--- src/rtl/eth_frame_stamper_if.sv ---
// Bus bundle for eth_frame_stamper: RX byte stream in, registered copy out, metadata record stream out.
// The slave modport is the stamper's view; master is the surrounding system's view.
interface eth_frame_stamper_if;
  logic [7:0]  s_axis_tdata;
  logic        s_axis_tuser;
  logic        s_axis_tlast;
  logic        s_axis_tvalid;

  logic [7:0]  m_axis_tdata;
  logic        m_axis_tuser;
  logic        m_axis_tlast;
  logic        m_axis_tvalid;

  logic [95:0] m_axis_meta_tdata;
  logic        m_axis_meta_tvalid;
  logic        m_axis_meta_tready;

  modport slave (
    input  s_axis_tdata, s_axis_tuser, s_axis_tlast, s_axis_tvalid,
    output m_axis_tdata, m_axis_tuser, m_axis_tlast, m_axis_tvalid,
    output m_axis_meta_tdata, m_axis_meta_tvalid,
    input  m_axis_meta_tready
  );

  modport master (
    output s_axis_tdata, s_axis_tuser, s_axis_tlast, s_axis_tvalid,
    input  m_axis_tdata, m_axis_tuser, m_axis_tlast, m_axis_tvalid,
    input  m_axis_meta_tdata, m_axis_meta_tvalid,
    output m_axis_meta_tready
  );
endinterface

--- src/rtl/eth_frame_stamper.sv ---
// Purpose: registered RX passthrough plus one {timestamp,length,flags} record per frame; ETH_FRAME_STAMPER_DROP_CNT_EN enables drop_count.
// Latency: data 1 cycle; record pushed the cycle after tlast, visible on meta stream one cycle later.
// Backpressure: none on RX; meta stalls into a FWFT FIFO, records arriving while it is full are dropped.
module eth_frame_stamper #(
  parameter int META_FIFO_DEPTH = 8
) (
  input  logic                 s_axis_clk,
  input  logic                 s_axis_resetn,
  eth_frame_stamper_if.slave   bus,
  input  logic [63:0]          current_time,
  input  logic                 time_running,
  output logic [31:0]          drop_count
);

  localparam int          AW       = $clog2(META_FIFO_DEPTH);
  localparam logic [AW:0] FULL_CNT = (AW+1)'(META_FIFO_DEPTH);

  typedef enum logic {
    IDLE     = 1'b0,
    IN_FRAME = 1'b1
  } state_t;

  // Assertion is immediate; release is retimed so no flop sees a reset edge near the clock.
  logic rst_meta;
  logic rst_n;

  always_ff @(posedge s_axis_clk or negedge s_axis_resetn) begin
    if (!s_axis_resetn) begin
      rst_meta <= 1'b0;
      rst_n    <= 1'b0;
    end else begin
      rst_meta <= 1'b1;
      rst_n    <= rst_meta;
    end
  end

  always_ff @(posedge s_axis_clk or negedge rst_n) begin
    if (!rst_n) begin
      bus.m_axis_tdata  <= '0;
      bus.m_axis_tuser  <= 1'b0;
      bus.m_axis_tlast  <= 1'b0;
      bus.m_axis_tvalid <= 1'b0;
    end else begin
      bus.m_axis_tdata  <= bus.s_axis_tdata;
      bus.m_axis_tuser  <= bus.s_axis_tuser;
      bus.m_axis_tlast  <= bus.s_axis_tlast;
      bus.m_axis_tvalid <= bus.s_axis_tvalid;
    end
  end

  state_t      state_q, state_d;
  logic [63:0] ts_q, ts_d;
  logic [15:0] len_q, len_d;
  logic        stop_q, stop_d;
  logic        sat_q, sat_d;
  logic        push_vld_q, push_vld_d;
  logic [95:0] push_dat_q, push_dat_d;

  always_ff @(posedge s_axis_clk or negedge rst_n) begin
    if (!rst_n) begin
      state_q    <= IDLE;
      ts_q       <= '0;
      len_q      <= '0;
      stop_q     <= 1'b0;
      sat_q      <= 1'b0;
      push_vld_q <= 1'b0;
      push_dat_q <= '0;
    end else begin
      state_q    <= state_d;
      ts_q       <= ts_d;
      len_q      <= len_d;
      stop_q     <= stop_d;
      sat_q      <= sat_d;
      push_vld_q <= push_vld_d;
      push_dat_q <= push_dat_d;
    end
  end

  always_comb begin
    state_d    = state_q;
    ts_d       = ts_q;
    len_d      = len_q;
    stop_d     = stop_q;
    sat_d      = sat_q;
    push_vld_d = 1'b0;
    push_dat_d = '0;
    if (bus.s_axis_tvalid) begin
      if (state_q == IDLE) begin
        ts_d   = current_time;
        len_d  = 16'd1;
        stop_d = ~time_running;
        sat_d  = 1'b0;
      end else if (len_q == 16'hFFFF) begin
        sat_d = 1'b1;
      end else begin
        len_d = len_q + 16'd1;
      end
      if (bus.s_axis_tlast) begin
        push_vld_d = 1'b1;
        push_dat_d = {ts_d, len_d, 13'd0, sat_d, stop_d, bus.s_axis_tuser};
        state_d    = IDLE;
      end else begin
        state_d = IN_FRAME;
      end
    end
  end

  logic [95:0]   mem [META_FIFO_DEPTH];
  logic [AW-1:0] wr_ptr, rd_ptr;
  logic [AW:0]   count;
  logic          full, empty, push, pop;

  assign full  = (count == FULL_CNT);
  assign empty = (count == '0);
  assign pop   = ~empty & bus.m_axis_meta_tready;
  // A pop in the same cycle frees the slot, so a full FIFO still accepts the push.
  assign push  = push_vld_q & (~full | pop);

  assign bus.m_axis_meta_tvalid = ~empty;
  assign bus.m_axis_meta_tdata  = empty ? '0 : mem[rd_ptr];

  always_ff @(posedge s_axis_clk) begin
    if (push) begin
      mem[wr_ptr] <= push_dat_q;
    end
  end

  always_ff @(posedge s_axis_clk or negedge rst_n) begin
    if (!rst_n) begin
      wr_ptr <= '0;
      rd_ptr <= '0;
      count  <= '0;
    end else begin
      if (push) begin
        wr_ptr <= wr_ptr + 1'b1;
      end
      if (pop) begin
        rd_ptr <= rd_ptr + 1'b1;
      end
      unique case ({push, pop})
        2'b10:   count <= count + 1'b1;
        2'b01:   count <= count - 1'b1;
        default: count <= count;
      endcase
    end
  end

`ifdef ETH_FRAME_STAMPER_DROP_CNT_EN
  logic drop;
  assign drop = push_vld_q & full & ~pop;

  always_ff @(posedge s_axis_clk or negedge rst_n) begin
    if (!rst_n) begin
      drop_count <= '0;
    end else if (drop && (drop_count != 32'hFFFF_FFFF)) begin
      drop_count <= drop_count + 32'd1;
    end
  end
`else
  assign drop_count = '0;
`endif

endmodule

--- src/flat_wrapper.sv ---
// flat-port wrapper written by rule: the top's interface ports become plain ports
module eth_frame_stamper_flat 
#(
  parameter int META_FIFO_DEPTH = 8
)
  (s_axis_clk, s_axis_resetn, current_time, time_running, drop_count, bus_s_axis_tdata, bus_s_axis_tuser, bus_s_axis_tlast, bus_s_axis_tvalid, bus_m_axis_tdata, bus_m_axis_tuser, bus_m_axis_tlast, bus_m_axis_tvalid, bus_m_axis_meta_tdata, bus_m_axis_meta_tvalid, bus_m_axis_meta_tready);
  eth_frame_stamper_if bus_i ();
  input  logic s_axis_clk;
  input  logic s_axis_resetn;
  input  logic [63:0] current_time;
  input  logic time_running;
  output logic [31:0] drop_count;
  input wire logic [$bits(bus_i.s_axis_tdata)-1:0] bus_s_axis_tdata;
  input wire logic [$bits(bus_i.s_axis_tuser)-1:0] bus_s_axis_tuser;
  input wire logic [$bits(bus_i.s_axis_tlast)-1:0] bus_s_axis_tlast;
  input wire logic [$bits(bus_i.s_axis_tvalid)-1:0] bus_s_axis_tvalid;
  output wire logic [$bits(bus_i.m_axis_tdata)-1:0] bus_m_axis_tdata;
  output wire logic [$bits(bus_i.m_axis_tuser)-1:0] bus_m_axis_tuser;
  output wire logic [$bits(bus_i.m_axis_tlast)-1:0] bus_m_axis_tlast;
  output wire logic [$bits(bus_i.m_axis_tvalid)-1:0] bus_m_axis_tvalid;
  output wire logic [$bits(bus_i.m_axis_meta_tdata)-1:0] bus_m_axis_meta_tdata;
  output wire logic [$bits(bus_i.m_axis_meta_tvalid)-1:0] bus_m_axis_meta_tvalid;
  input wire logic [$bits(bus_i.m_axis_meta_tready)-1:0] bus_m_axis_meta_tready;
  assign bus_i.s_axis_tdata = bus_s_axis_tdata;
  assign bus_i.s_axis_tuser = bus_s_axis_tuser;
  assign bus_i.s_axis_tlast = bus_s_axis_tlast;
  assign bus_i.s_axis_tvalid = bus_s_axis_tvalid;
  assign bus_m_axis_tdata = bus_i.m_axis_tdata;
  assign bus_m_axis_tuser = bus_i.m_axis_tuser;
  assign bus_m_axis_tlast = bus_i.m_axis_tlast;
  assign bus_m_axis_tvalid = bus_i.m_axis_tvalid;
  assign bus_m_axis_meta_tdata = bus_i.m_axis_meta_tdata;
  assign bus_m_axis_meta_tvalid = bus_i.m_axis_meta_tvalid;
  assign bus_i.m_axis_meta_tready = bus_m_axis_meta_tready;
  eth_frame_stamper #(.META_FIFO_DEPTH(META_FIFO_DEPTH)) u_core (.s_axis_clk(s_axis_clk), .s_axis_resetn(s_axis_resetn), .bus(bus_i), .current_time(current_time), .time_running(time_running), .drop_count(drop_count));
endmodule
--- config.mk ---
export PLATFORM = sky130hd
export DESIGN_NAME = eth_frame_stamper_flat
export DESIGN_NICKNAME = d
export VERILOG_FILES = /design/src/rtl/eth_frame_stamper_if.sv /design/src/rtl/eth_frame_stamper.sv /design/src/flat_wrapper.sv
export SDC_FILE = /design/constraint.sdc
export NUM_CORES = 1
export LEC_CHECK = 0
export BUFFER_PORTS_ARGS = -buffer_cell sky130_fd_sc_hd__buf_4
export CAP_MARGIN = 20
export CORE_MARGIN = 2
export CORE_UTILIZATION = 45
export CTS_CLUSTER_DIAMETER = 200
export DETAILED_ROUTE_END_ITERATION = 8
export HOLD_SLACK_MARGIN = 0.03
export PLACE_DENSITY_LB_ADDON = 0.15
export SYNTH_ARGS = -nofsm -noshare
export SYNTH_HDL_FRONTEND = slang
export SYNTH_SLANG_ARGS = --single-unit
export TNS_END_PERCENT = 30
--- constraint.sdc ---
create_clock -name s_axis_clk -period 7.9 [get_ports s_axis_clk]
set_input_delay 2.37 -clock s_axis_clk [delete_from_list [all_inputs] [get_ports s_axis_clk]]
set_output_delay 2.37 -clock s_axis_clk [all_outputs]
set_load 0.03 [all_outputs]
### Yosys cells after proc, flatten, opt, wreduce, memory -nomap -nowiden

Memory sizes are Yosys's and may differ from the RTL's.
Cells that the tools add are included.
Widths: inputs -> output; s select.

* bits of input ports: 79
* RAM bits: 768
* memories kept: 1
* register bits after elaboration: 203
* output and inout bits: 140

* equality and inequality tests: 4
* $add $sub $neg: 5
* mux-type cells: 15
* bitwise logic cells: 6
* reductions and logical operators: 2

Memory list
* u_core.mem: words 8, width 96, read ports 1, clocked after Yosys merged registers in 0, write ports 1, line eth_frame_stamper.sv:108 `logic [95:0] mem [META_FIFO_DEPTH];`

Operator list (count)
* $mux 96: 3
* $mux 64: 1
* $mux 16: 2
* $add 16x1->16 const B: 1
* $eq 16x16->1 const B: 1
* $mux 1: 8
* $pmux 4 s2: 1
* $add 3x1->3 const B: 2
* $add 4x1->4 const B: 1
* $eq 4x4->1 const B: 1
* $logic_not 4->1: 1
* $sub 4x1->4 const B: 1
* $not 1->1: 3
* $and 1x1->1: 2
* $eq 2x1->1 const B: 1
* $eq 2x2->1 const B: 1
* $reduce_bool 2->1: 1
* $or 1x1->1: 1

### Longest topological paths before layout

Gate-level depths: netlist of run 1.

* word-level depth: 7
* gate-level depth with buffers: 9
* depth with buffers taken out: 9

### Least setup slack after synthesis of run 1

Ideal clock, no wire load.

* kind: in2reg
* from: input bus_m_axis_meta_tready
* to: memory u_core.mem[0][0], enable pin
* path slack: -1059 ps
* cell stages on the path: 3
* arrival time: 8333 ps
* buffers on the path: 0
* cells stage by stage: o31a_1 > nand2b_1 > nor3_1

* cells in the longest elaborated chain, start to end: 5

RTL lines
* start: declaration: line flat_wrapper.sv:23 `input wire logic [$bits(bus_i.m_axis_meta_tready)-1:0] bus_m_axis_meta_tready;`
* $and 1x1->1: line eth_frame_stamper.sv:115 `assign pop = ~empty & bus.m_axis_meta_tready;`
* $or 1x1->1: line eth_frame_stamper.sv:117 `assign push = push_vld_q & (~full | pop);`
* $and 1x1->1: line eth_frame_stamper.sv:117
* $mux 1: line eth_frame_stamper.sv:123 `if (push) begin`
* $mux 1 (implied by the code): line eth_frame_stamper.sv:124 `mem[wr_ptr] <= push_dat_q;`
* end: declaration: line eth_frame_stamper.sv:108

Every way passes these cells.

### Worst setup path in the final report of run 1

* from: register u_core.rd_ptr[1]
* to: output bus_m_axis_meta_tdata[20]

* cells in the longest elaborated chain, start to end: 2

RTL lines
* start: declaration: line eth_frame_stamper.sv:109 `logic [AW-1:0] wr_ptr, rd_ptr;`
* start signal: assignment: line eth_frame_stamper.sv:138 `rd_ptr <= rd_ptr + 1'b1;`
* $mem_v2 8x96
* $mux 96: line eth_frame_stamper.sv:120 `assign bus.m_axis_meta_tdata = empty ? '0 : mem[rd_ptr];`
* end: declaration: line flat_wrapper.sv:21 `output wire logic [$bits(bus_i.m_axis_meta_tdata)-1:0] bus_m_axis_meta_tdata;`

Every way passes these cells.

==> reports/summary.md, run 1 <==
The run finished with clean final reports. The minimum setup slack among reg-to-reg paths is 4.84 ns, and the area growth from synthesis to final layout is 15.3%. Leaving out fill and tap cells, the most frequent cell in the layout is sky130_fd_sc_hd__edfxtp_1.

The via count of the first global-routing pass is 17,700. The tree built by TritonCTS fans out to 854 sinks. After synthesis, the cell types taking the most area are sky130_fd_sc_hd__edfxtp_1 60%, sky130_fd_sc_hd__dfrtp_1 14%, sky130_fd_sc_hd__mux4_2 11%. On the final layout, the worst hold slack is 0.350 ns. The synthesized design spends more area on one cell type than any other, namely sky130_fd_sc_hd__edfxtp_1. The clock transition at the registers of the reported paths is 0.06 ns, and the relative slew slack is 0.276. The top cell types in the final layout, fill and taps aside, are 664 x sky130_fd_sc_hd__edfxtp_1, 212 x sky130_fd_sc_hd__nand2_1, 200 x sky130_fd_sc_hd__buf_4.

In this run the most used layer during global routing was met2. Proportion of synthesized chip area in sequential cells: 0.741. At the end of routability-driven placement, the weighted congestion stood at 0.740. After the last flow step, the layout net total stands at 2,149.

Synthesis produced a netlist whose cell count is 1,872. The post-route core utilization is 0.525. The tools report the global routing usage summed across all routing layers as 0.193.

The tools report the highest achievable clock rate as 0.175 GHz. Summing every instance area after synthesis gives 33,300 um2. The longest clock path from root to sink contains 3 buffers. The number of diodes added for antenna fixing is 0.

The average detailed-routed wire length per instance was 23.4 um; the remaining antenna violation count was 0. The post-detailed-routing wire length was 72,600 um. The cell sitting at the root of the clock tree is a sky130_fd_sc_hd__clkbuf_16.

The logs give 0.455 for the starting density of the core and 0.226 mV for the highest ir drop seen on vdd. The endpoint required time on the critical path was 5.53 ns; the largest fanout on the critical path was 62. The run gives 1 as the initial antenna violation count. The portion of the clock cycle consumed by the worst path in the final layout was 0.722. The post-synthesis async set-or-reset flop share came out at 0.222. The path class of the lowest-slack min-delay path is flip-flop to asynchronous set/reset pin. The die is 276 um tall. The maximum level of the CTS H-tree is 3.

The post-route minimum period is 5.70 ns. The HPWL after detailed placement is 39,000 um. Hold buffer count at CTS: 0. The floorplan step set the die width to 276 um. For this run, the detailed router's first-pass iteration total came to 5. The count of cells in the finished layout, fillers not included, comes to 3,098. The top cell type's share of synthesized area was 0.598; the number of instances in the placed design was 2,933.

The clock insertion delay at the later pin of the skew report is 0.64 ns, and the number of distinct library cell variants in the gate-level netlist after synthesis is 58. Total power: 0.0139 W. The clock buffer count from CTS was 88.

The logs give 99 for the number of rows created at floorplan and 219 for the top-level port count. Met3 track utilization from global routing: 0.0340. The worst setup path is captured at a primary output. The standby leakage power was 14.4 nW; the count of endpoints failing setup in the final report was 0. The tool flagged a number of max-cap violations equal to 0. Worst-margin pin slew: 1.09 ns. For this run, the leading register cell type out of synthesis is sky130_fd_sc_hd__edfxtp_1.

Port buffering added 173 buffers. A synthesized cell averages 17.8 um2. Using the TritonRoute via totals, the vias-per-cell ratio works out to 5.43. Clock skew after layout: 0.0230 ns. The floorplan step defined a die boundary enclosing 76,300 um2. For this block, the initial DRC count from the detailed router was 1,097. TritonCTS built the clock tree.

For the hold violation count in the final report, the log shows 0. The power density relative to cell area works out to 361 nW/um2. In this run the standard cell core region covers 73,200 um2.

The first-pass GRT wire length is 111,000 um. The setup path with the least slack is of type flip-flop to primary output. The total overflow left after global routing is 0.

The tools report the post-CTS setup buffer count as 0. The global-route met2 utilization was 0.325; the worst endpoint data arrival time was 3.33 ns. The share of layout cells above drive strength 1 is 0.244, and the register bit total from synthesis is 854. Setup repair after global routing left no endpoint under its margin. The Yosys step of the flow raised 0 warnings. The maximum number of pins on one net before global-route repair was 67. The run gives 0 as the total DRC errors in the routed layout. In this run, post-CTS repair resized a total of 0 instances. The detailed router placed 16,800 vias in this run. STA classifies the critical path startpoint as a flip-flop.

Yosys mapped a number of flops with a built-in enable equal to 664. The max-slew violation count was 0. The run gives 0.258 as the met1 demand-to-capacity share in global routing.
layout make-up:
class | count | area (um2)
clock buffers | 128 | 2490
clock inverters | 37 | 332
repair buffers | 205 | 1600
fillers | 5872 | 34800
inverters | 9 | 33.8
multi-input cells | 906 | 8070
well taps | 959 | 1200
flip-flops and latches | 854 | 24700
logic make-up after synthesis:
logic type | Yosys count | share of synthesized area
simple gates | 465 | 0.0600
flops | 854 | 0.741
buf+inv | 156 | 0.0247
fa+ha+maj | 6 | 0.00248
mux | 317 | 0.158
compound gates | 61 | 0.0114
xor+xnor | 11 | 0.00289
other cells | 2 | 0.000225
cells in the mapped netlist, types with 3 or more instances:
master	n
sky130_fd_sc_hd__o21ai_0	14
sky130_fd_sc_hd__clkbuf_1	40
sky130_fd_sc_hd__edfxtp_1	664
sky130_fd_sc_hd__mux4_2	166
sky130_fd_sc_hd__a21oi_1	20
sky130_fd_sc_hd__inv_1	9
sky130_fd_sc_hd__mux2i_1	149
sky130_fd_sc_hd__or4_1	4
sky130_fd_sc_hd__nor3_1	10
sky130_fd_sc_hd__buf_4	48
sky130_fd_sc_hd__nor2_1	177
sky130_fd_sc_hd__o211ai_1	4
sky130_fd_sc_hd__nand2b_1	9
sky130_fd_sc_hd__or3_1	7
sky130_fd_sc_hd__buf_2	38
sky130_fd_sc_hd__nor2b_1	7
sky130_fd_sc_hd__xnor2_1	5
sky130_fd_sc_hd__nand2_1	214
sky130_fd_sc_hd__dfrtp_1	190
sky130_fd_sc_hd__xor2_1	6
sky130_fd_sc_hd__nand4_1	3
sky130_fd_sc_hd__ha_1	5
sky130_fd_sc_hd__nand3_1	12
sky130_fd_sc_hd__and4_1	4
sky130_fd_sc_hd__buf_1	19
sky130_fd_sc_hd__a31oi_1	6
path summary, 6_finish.rpt:
path | start | to | depth (start not counted)
setup / recovery | u_core.rd_ptr[1] | bus_m_axis_meta_tdata[20] | 5
setup reg to reg | u_core.count[1] | u_core.mem[2][56] | 5
hold reg to reg | u_core.rst_n | u_core.ts_q[57] | 0
hold / removal | u_core.rst_n | u_core.ts_q[57] | 0
min in group s_axis_clk | u_core.rst_meta | u_core.rst_n | 0
max in group asynchronous | u_core.rst_n | u_core.rd_ptr[1] | 1
per-stage QoR:
| stage | setup TNS, ns | cell area [um2] | setup slack, ns |
|---|---|---|---|
| 3_3_place_gp | 0 | 35600 | 2.84 |
| 2_1_floorplan | -87.73 | 33500 | -1.06 |
| 4_1_cts | 0 | 38400 | 2.13 |
| 5_1_grt | 0 | 38400 | 2.02 |
| 3_5_place_dp | 0 | 35600 | 2.82 |
| 6_report | 0 | 38400 | 2.20 |
routing by layer:
metal  share of wire  wire [um]
met5         0.00011          8
met3           0.043       3140
met1            0.43      31300
met2            0.50      36500
met4           0.024       1740
registers in the layout, summed over array words and instances (netlist names), 3 cells and up:
| register | cells |
|---|---|
| u_core.mem | 664 |
| u_core.count | 4 |
| u_core.len_q | 16 |
| u_core.wr_ptr | 3 |
| u_core.rd_ptr | 3 |
| u_core.ts_q | 64 |
| u_core.push_dat_q | 83 |
| u_core.bus.m_axis_tdata | 8 |
report_power, final:
| part | switching [W] | total (W) | internal [W] |
|---|---|---|---|
| Sequential | 0.000404 | 0.00567 | 0.00527 |
| Combinational | 0.00243 | 0.00417 | 0.00175 |
| Clock | 0.00170 | 0.00403 | 0.00234 |
| Total | 0.00453 | 0.0139 | 0.00935 |
worst max-delay path, stage by stage (launching register included):
cell and delay (ns):
sky130_fd_sc_hd__dfrtp_4 1.14, sky130_fd_sc_hd__buf_4 0.58, sky130_fd_sc_hd__mux4_2 0.38, sky130_fd_sc_hd__mux2i_1 0.25, sky130_fd_sc_hd__nor2_1 0.13, sky130_fd_sc_hd__buf_4 0.19
(Power assumes the default switching activity.)
==> inputs of run 2 (changes only) <==
clock period = 5.5 ns   (was 7.9 ns; I/O delays follow)
==> run 2 against run 1 <==
Power grew 46%. Flip-flop and latch count is the same. Wire length is essentially flat. Clock power grew 50%. First-iteration DRC count grew 13%. Worst setup slack lost 1.3 ns. Die area is the same. Combinational power grew 46%. Via count grew 0.27%. Sequential power grew 43%. Final cell count grew 0.29%. Highest routed layer unchanged.
==> reports/summary.md, run 2 (synthesized netlist as in run 1, its figures left out) <==
The path class of the lowest-slack min-delay path is flip-flop to flip-flop. The detail route stage leaves a number of antenna-violating nets equal to 0. In this run the worst setup path terminates at bus_m_axis_meta_tdata[33]. Setup repair after global routing left no endpoint under its margin. The post-route core utilization is 0.529.

TritonCTS built the clock tree. Setup violations remaining at the end of the flow were counted as 0. The number of buffer cells added on primary ports is 173.

The portion of the clock cycle consumed by the worst path in the final layout works out to 0.829. After detailed routing, the total wire length is 72,700 um. The tools report the highest ir drop seen on vdd as 0.397 mV. The hold violation count in the final report was 0.

For the starting DRC count in detailed routing, the log shows 1,243. In the routed layout, each cell is associated on average with a via count of 5.42. The largest register by flop count was u_core.mem.

The logs give 0 for the number of diodes added for antenna fixing and 0.455 for the starting density of the core. For the global placer's final weighted congestion, the log shows 0.761. For this design, the CTS-stage hold fixing added 0 buffers. The largest fanout on the critical path works out to 47.

The first-pass GRT wire length was 111,000 um. Measured along the x axis, the die boundary spans 276 um. At the worst endpoint, the required time is 3.85 ns. Pin placement for this block handled 219 I/O pins. The logs give 2,941 for the number of instances in the placed design and 16,900 for the total number of vias. In this run the core area contains 99 standard-cell rows. The floorplan step defined a die boundary enclosing 76,300 um2. In this run the deepest clock path goes through 3 buffers. The tools report the startpoint class of the critical path as a flip-flop.

Between clock sinks in the finished design, the worst skew comes to 0.0240 ns. The initial antenna violation count was 1. The max-slew violation count came out at 0.

The top cell types in the final layout, fill and taps aside, are 664 x sky130_fd_sc_hd__edfxtp_1, 212 x sky130_fd_sc_hd__nand2_1, 203 x sky130_fd_sc_hd__buf_4. Dividing total power by cell area gives a power density of 523 nW/um2. Number of cells traversed by the worst register-to-register path: 10. At the pin with the least slew margin, the transition time is 1.01 ns. Subtracting the final worst setup slack from the clock period gives 4.56 ns. Max-cap violations in this run came to 0. The clock drives 854 sinks. For the clock insertion delay at the later pin of the skew report, the log shows 0.63 ns. The logs give 38,500 um for the placed wire-length estimate after detailed placement and 5 for the number of detailed-routing iterations run before antenna repair. Derived from the worst setup path, the maximum achievable clock frequency is 0.219 GHz. The worst setup path is captured at a primary output.

The run gives 3,107 as the number of cells in the finished layout apart from fillers. In the final layout, the registers with the most flip-flops are u_core.mem (664), u_core.push_dat_q (83), u_core.ts_q (64). The minimum setup slack among reg-to-reg paths came out at 2.41 ns. The tools report the via count of the first global-routing pass as 17,900. The total number of nets in the final design was 2,157; the core area was 73,200 um2.

The completed layout was analyzed and its total power is 0.0203 W. The post-CTS setup buffer count is 0. The total congestion overflow after global routing was 0; the average detailed-routed wire length per instance was 23.4 um. From bottom edge to top edge, the die measures 276 um. The relative slew slack came out at 0.324. The maximum level of the CTS H-tree was 3; the worst hold path stage count was 0. After clock tree synthesis, the clock-pin slew on the worst setup and hold paths is 0.06 ns. The run gives 0 as the total DRC errors in the routed layout. CTS placed an instance of sky130_fd_sc_hd__clkbuf_16 at the clock tree root. Global routing usage summed across all routing layers: 0.193. The startpoint of the most critical setup path was u_core.rd_ptr[1]. Post-CTS repair changed the size of 0 cells.

Standby leakage power: 14.5 nW. The run finished with clean final reports. The startpoint identified for the worst hold timing path is u_core.rst_meta. The reg-to-reg endpoint is u_core.count[3].

The share of layout cells above drive strength 1 is 0.250, and the area growth from synthesis to final layout is 16.2%. Clock tree synthesis inserted a total of 88 buffers. The commonest non-fill, non-tap cell in the layout is sky130_fd_sc_hd__edfxtp_1. For the maximum number of pins on one net before global-route repair, the log shows 134.

The worst endpoint data arrival time is 2.91 ns. The startpoint identified for the worst register-to-register timing path is u_core.count[0]. For the filler cell count, the log shows 5,761. The register with the most flip-flops in the layout has 664 of them. The critical path is of the flip-flop to primary output type.
run 2: how the worst min path moves through the flow:
stage              endpoint  slack [ns]
2_1_floorplan  u_core.rst_n        0.33
3_3_place_gp   u_core.rst_n        0.34
3_5_place_dp   u_core.rst_n        0.34
4_1_cts        u_core.rst_n        0.36
5_1_grt        u_core.rst_n        0.37
6_report       u_core.rst_n        0.36
run 2: per-layer routing:
| layer | vias to the layer above | share of wire | track usage | routed length, um |
|---|---|---|---|---|
| li1 | 7448 | - | - | - |
| met1 | 8873 | 0.43 | 0.260 | 31400 |
| met2 | 426 | 0.51 | 0.330 | 36800 |
| met3 | 103 | 0.043 | 0.0316 | 3120 |
| met4 | 2 | 0.018 | 0.0453 | 1320 |
| met5 | - | 0.00018 | 0 | 13 |
run 2: stage by stage:
step	hold WS (ns)	area, um2	setup TNS, ns	setup WS [ns]
after floorplan	0.331	33500	-280.10	-0.510
after global placement	0.339	35700	0	1.50
after detailed placement	0.339	35700	0	1.55
after CTS	0.358	38800	0	0.856
after global routing	0.369	38800	0	0.764
final	0.355	38800	0	0.939
run 2: area by class of cell:
cell class / instances / area [um2] / area share
Inverter: 9 / 33.8 / 0.000872
Timing Repair Buffer: 213 / 1720 / 0.0445
Clock buffer: 136 / 2630 / 0.0678
Clock inverter: 30 / 378 / 0.00975
Sequential cell: 854 / 24700 / 0.638
Tap cell: 959 / 1200 / 0.0310
Multi-Input combinational cell: 906 / 8080 / 0.208
run 2: worst max-delay path, cell delays in order (launching register included):
cell and delay, ns:
sky130_fd_sc_hd__dfrtp_4 0.95, sky130_fd_sc_hd__buf_4 0.43, sky130_fd_sc_hd__mux4_2 0.25, sky130_fd_sc_hd__mux2i_1 0.07, sky130_fd_sc_hd__nor2_1 0.30, sky130_fd_sc_hd__buf_4 0.23
run 2: power breakdown:
part	switching, W	internal [W]	total [W]
Sequential	0.000533	0.00757	0.00810
Clock	0.00241	0.00363	0.00605
Combinational	0.00354	0.00256	0.00610
==> inputs of run 3 (changes only) <==
clock period = 4.7 ns   (was 5.5 ns; I/O delays follow)
==> run 3 against run 2 <==
Non-clock buffer count increased by 1. Critical endpoint is now bus_m_axis_meta_tdata[22]. Via count decreased by 0.62%. Wire length decreased by 0.49%. Highest routed layer is now met4. Critical path type unchanged. Flip-flop and latch count unchanged. Power increased by 16%. Sequential share of layout area about the same. First-iteration DRC count increased by 10%. Core utilization about the same.
==> reports/summary.md, run 3 (synthesized netlist as in run 1, its figures left out) <==
The largest register by flop count is u_core.mem. For this block, the via count after detailed routing is 16,700. Measured along the y axis, the die boundary spans 276 um.

The worst setup path is captured at a primary output. The share of layout cells above drive strength 1 came out at 0.248. The first global-routing pass estimated 111,000 um of wire. The logs give 17,900 for the via count of the first global-routing pass and 1,371 for the starting DRC count in detailed routing. The register with the most flip-flops in the layout has 664 of them. The core area was 73,200 um2; the largest fanout on the critical path was 36. The ratio of routed vias to standard cells was 5.38. Before antenna repair, the detailed router went through 5 iterations. The logs give 0.455 for the starting density of the core and 0.62 ns for the clock insertion delay at the later pin of the skew report.

For the clock skew after layout, the log shows 0.0215 ns. The relative slew slack came out at 0.433. The top-level port count is 219, and the number of max-capacitance violations reported is 0. The initial antenna violation count is 1, and the post-CTS setup buffer count is 0. Hold repair after CTS inserted 0 buffers. Buffers inserted during clock tree synthesis total 90. The total number of nets in the final design came out at 2,160. After detailed placement, the total cell area comes to 35,800 um2. The highest ir drop seen on vdd is 0.364 mV, and the worst endpoint data arrival time is 2.89 ns.

In this run the horizontal extent of the chip is 276 um. The maximum level of the CTS H-tree was 3. Internal power comes to 0.0158 W. The hold violation count in the final report is 0, and the total DRC errors in the routed layout is 0. The maximum number of pins on one net before global-route repair came out at 119. The cell chosen for the clock root is sky130_fd_sc_hd__clkbuf_16.

The flow ran to the end, and the final reports show no timing, DRC or antenna violations. In this run the core area contains 99 standard-cell rows. Summed over all nets, the switching power comes to 0.00762 W.

The startpoint class of the critical path was a flip-flop. The number of instances resized during post-cts repair is 0, and the count of endpoints failing setup in the final report is 0. The count of nets left with antenna violations once routing finished came out at 0.

After global routing the overflow that remains totals 0. The part of the total power dissipated in sequential elements is 0.399. Commonest non-fill, non-tap cell in the layout: sky130_fd_sc_hd__edfxtp_1. The global placer's final weighted congestion is 0.739, and the post-detailed-routing wire length is 72,300 um. The tools report the placed wire-length estimate after detailed placement as 39,800 um. Timing would allow up to 0.233 GHz. The max-slew violation count was 0. The clock share of power is 0.289, and the power density relative to cell area is 606 nW/um2. The tightest hold path in the finished design has a slack of 0.278 ns.

Setup total negative slack on the finished layout was measured at 0 ns. The fraction of power spent switching nets works out to 0.325. In this run the deepest clock path goes through 3 buffers. TritonCTS built the clock tree. The portion of the clock cycle consumed by the worst path in the final layout came out at 0.914.

The path class of the tightest hold or removal check is flip-flop to asynchronous set/reset pin. Once placement completed, the tool counted placed cells totaling 2,941. The global routing usage summed across all routing layers was 0.192; the clock transition at the registers of the reported paths was 0.06 ns. In this run the tool buffered the top-level ports with 173 buffer cells. At the worst endpoint, the required time is 3.29 ns. The average detailed-routed wire length per instance is 23.2 um. In the layout the commonest cells are 664 x sky130_fd_sc_hd__edfxtp_1, 212 x sky130_fd_sc_hd__nand2_1, 195 x sky130_fd_sc_hd__buf_4. The count of cells in the finished layout, fillers not included, comes to 3,113. The analysis attributes to cell leakage a power of 14.5 nW.

The overall die area was 76,300 um2. For this design, the sink count on the clock tree is 854. The finished cells cover 38,700 um2. The clock period could shrink to 4.30 ns. Setup repair after global routing left no endpoint under its margin. At the pin with the least slew margin, the transition time is 0.845 ns. The largest registers in the layout are u_core.mem (664), u_core.push_dat_q (83), u_core.ts_q (64). The fraction of power consumed by combinational cells is 0.311.

The layout has 5,802 filler cells. The critical path start-end classification is flip-flop to primary output. Compared with the post-synthesis result, the final layout area differs by 16.2%.
## run 3: cell types whose count changed in the layout (fill, tap and decap cells not counted), sizes merged
cell,before,now
buf,213,214
inv,11,12
clkbuf,136,144
clkinvlp,4,0
clkinv,17,22
diode,0,1
bufinv,7,1
## run 3: layer usage
| layer | GRT usage | share of wire | up-vias |
|---|---|---|---|
| met5 | 0 | 0 | - |
| met4 | 0.0524 | 0.016 | 0 |
| met3 | 0.0285 | 0.040 | 83 |
| met2 | 0.333 | 0.51 | 385 |
| met1 | 0.256 | 0.43 | 8829 |
| li1 | - | - | 7451 |
## run 3: critical path: stages (launching register included)
cell and delay [ns]:
sky130_fd_sc_hd__dfrtp_4 0.63, sky130_fd_sc_hd__buf_12 0.34, sky130_fd_sc_hd__mux4_2 0.55, sky130_fd_sc_hd__mux2i_1 0.32
sky130_fd_sc_hd__nor2_1 0.18, sky130_fd_sc_hd__buf_4 0.21
## run 3: power groups by stage
stage	registers, W	logic (W)	clock network, W
floorplan	0.00927	0.00511	0
global placement	0.00948	0.00745	0
detailed placement	0.00953	0.00749	0
CTS	0.00937	0.00750	0.00696
global route	0.00945	0.00782	0.00726
finish	0.00937	0.00730	0.00679
## run 3: through the flow
stage / util / power [W] / worst slack (ns)
CTS: 0.529 / 0.0238 / 0.337
global placement: 0.490 / 0.0169 / 1.02
finish: 0.529 / 0.0235 / 0.404
floorplan: - / 0.0144 / -1.07
detailed placement: 0.490 / 0.0170 / 1.04
global route: 0.529 / 0.0245 / 0.282
## run 3: worst paths after layout
kind	start	end	slack, ns	cells after the start
worst min register to register	u_core.rst_n	u_core.bus.m_axis_tdata[2]	0.28	0
max in group asynchronous	u_core.rst_n	u_core.rd_ptr[2]	3.27	1
min in group s_axis_clk	u_core.rst_meta	u_core.rst_n	0.36	0
worst max register to register	u_core.count[1]	u_core.count[3]	1.88	9
worst min-delay path	u_core.rst_n	u_core.bus.m_axis_tdata[2]	0.28	0
worst max-delay path	u_core.rd_ptr[0]	bus_m_axis_meta_tdata[22]	0.40	5
## run 3: area by class of cell
type / count / area, um2 / area share
Clock inverter: 26 / 198 / 0.00510
Clock buffer: 144 / 2670 / 0.0689
Sequential cell: 854 / 24700 / 0.638
Timing Repair Buffer: 214 / 1840 / 0.0476
Antenna cell: 1 / 2.50 / 0.0000646
Multi-Input combinational cell: 906 / 8080 / 0.208
Inverter: 9 / 33.8 / 0.000872
Tap cell: 959 / 1200 / 0.0310
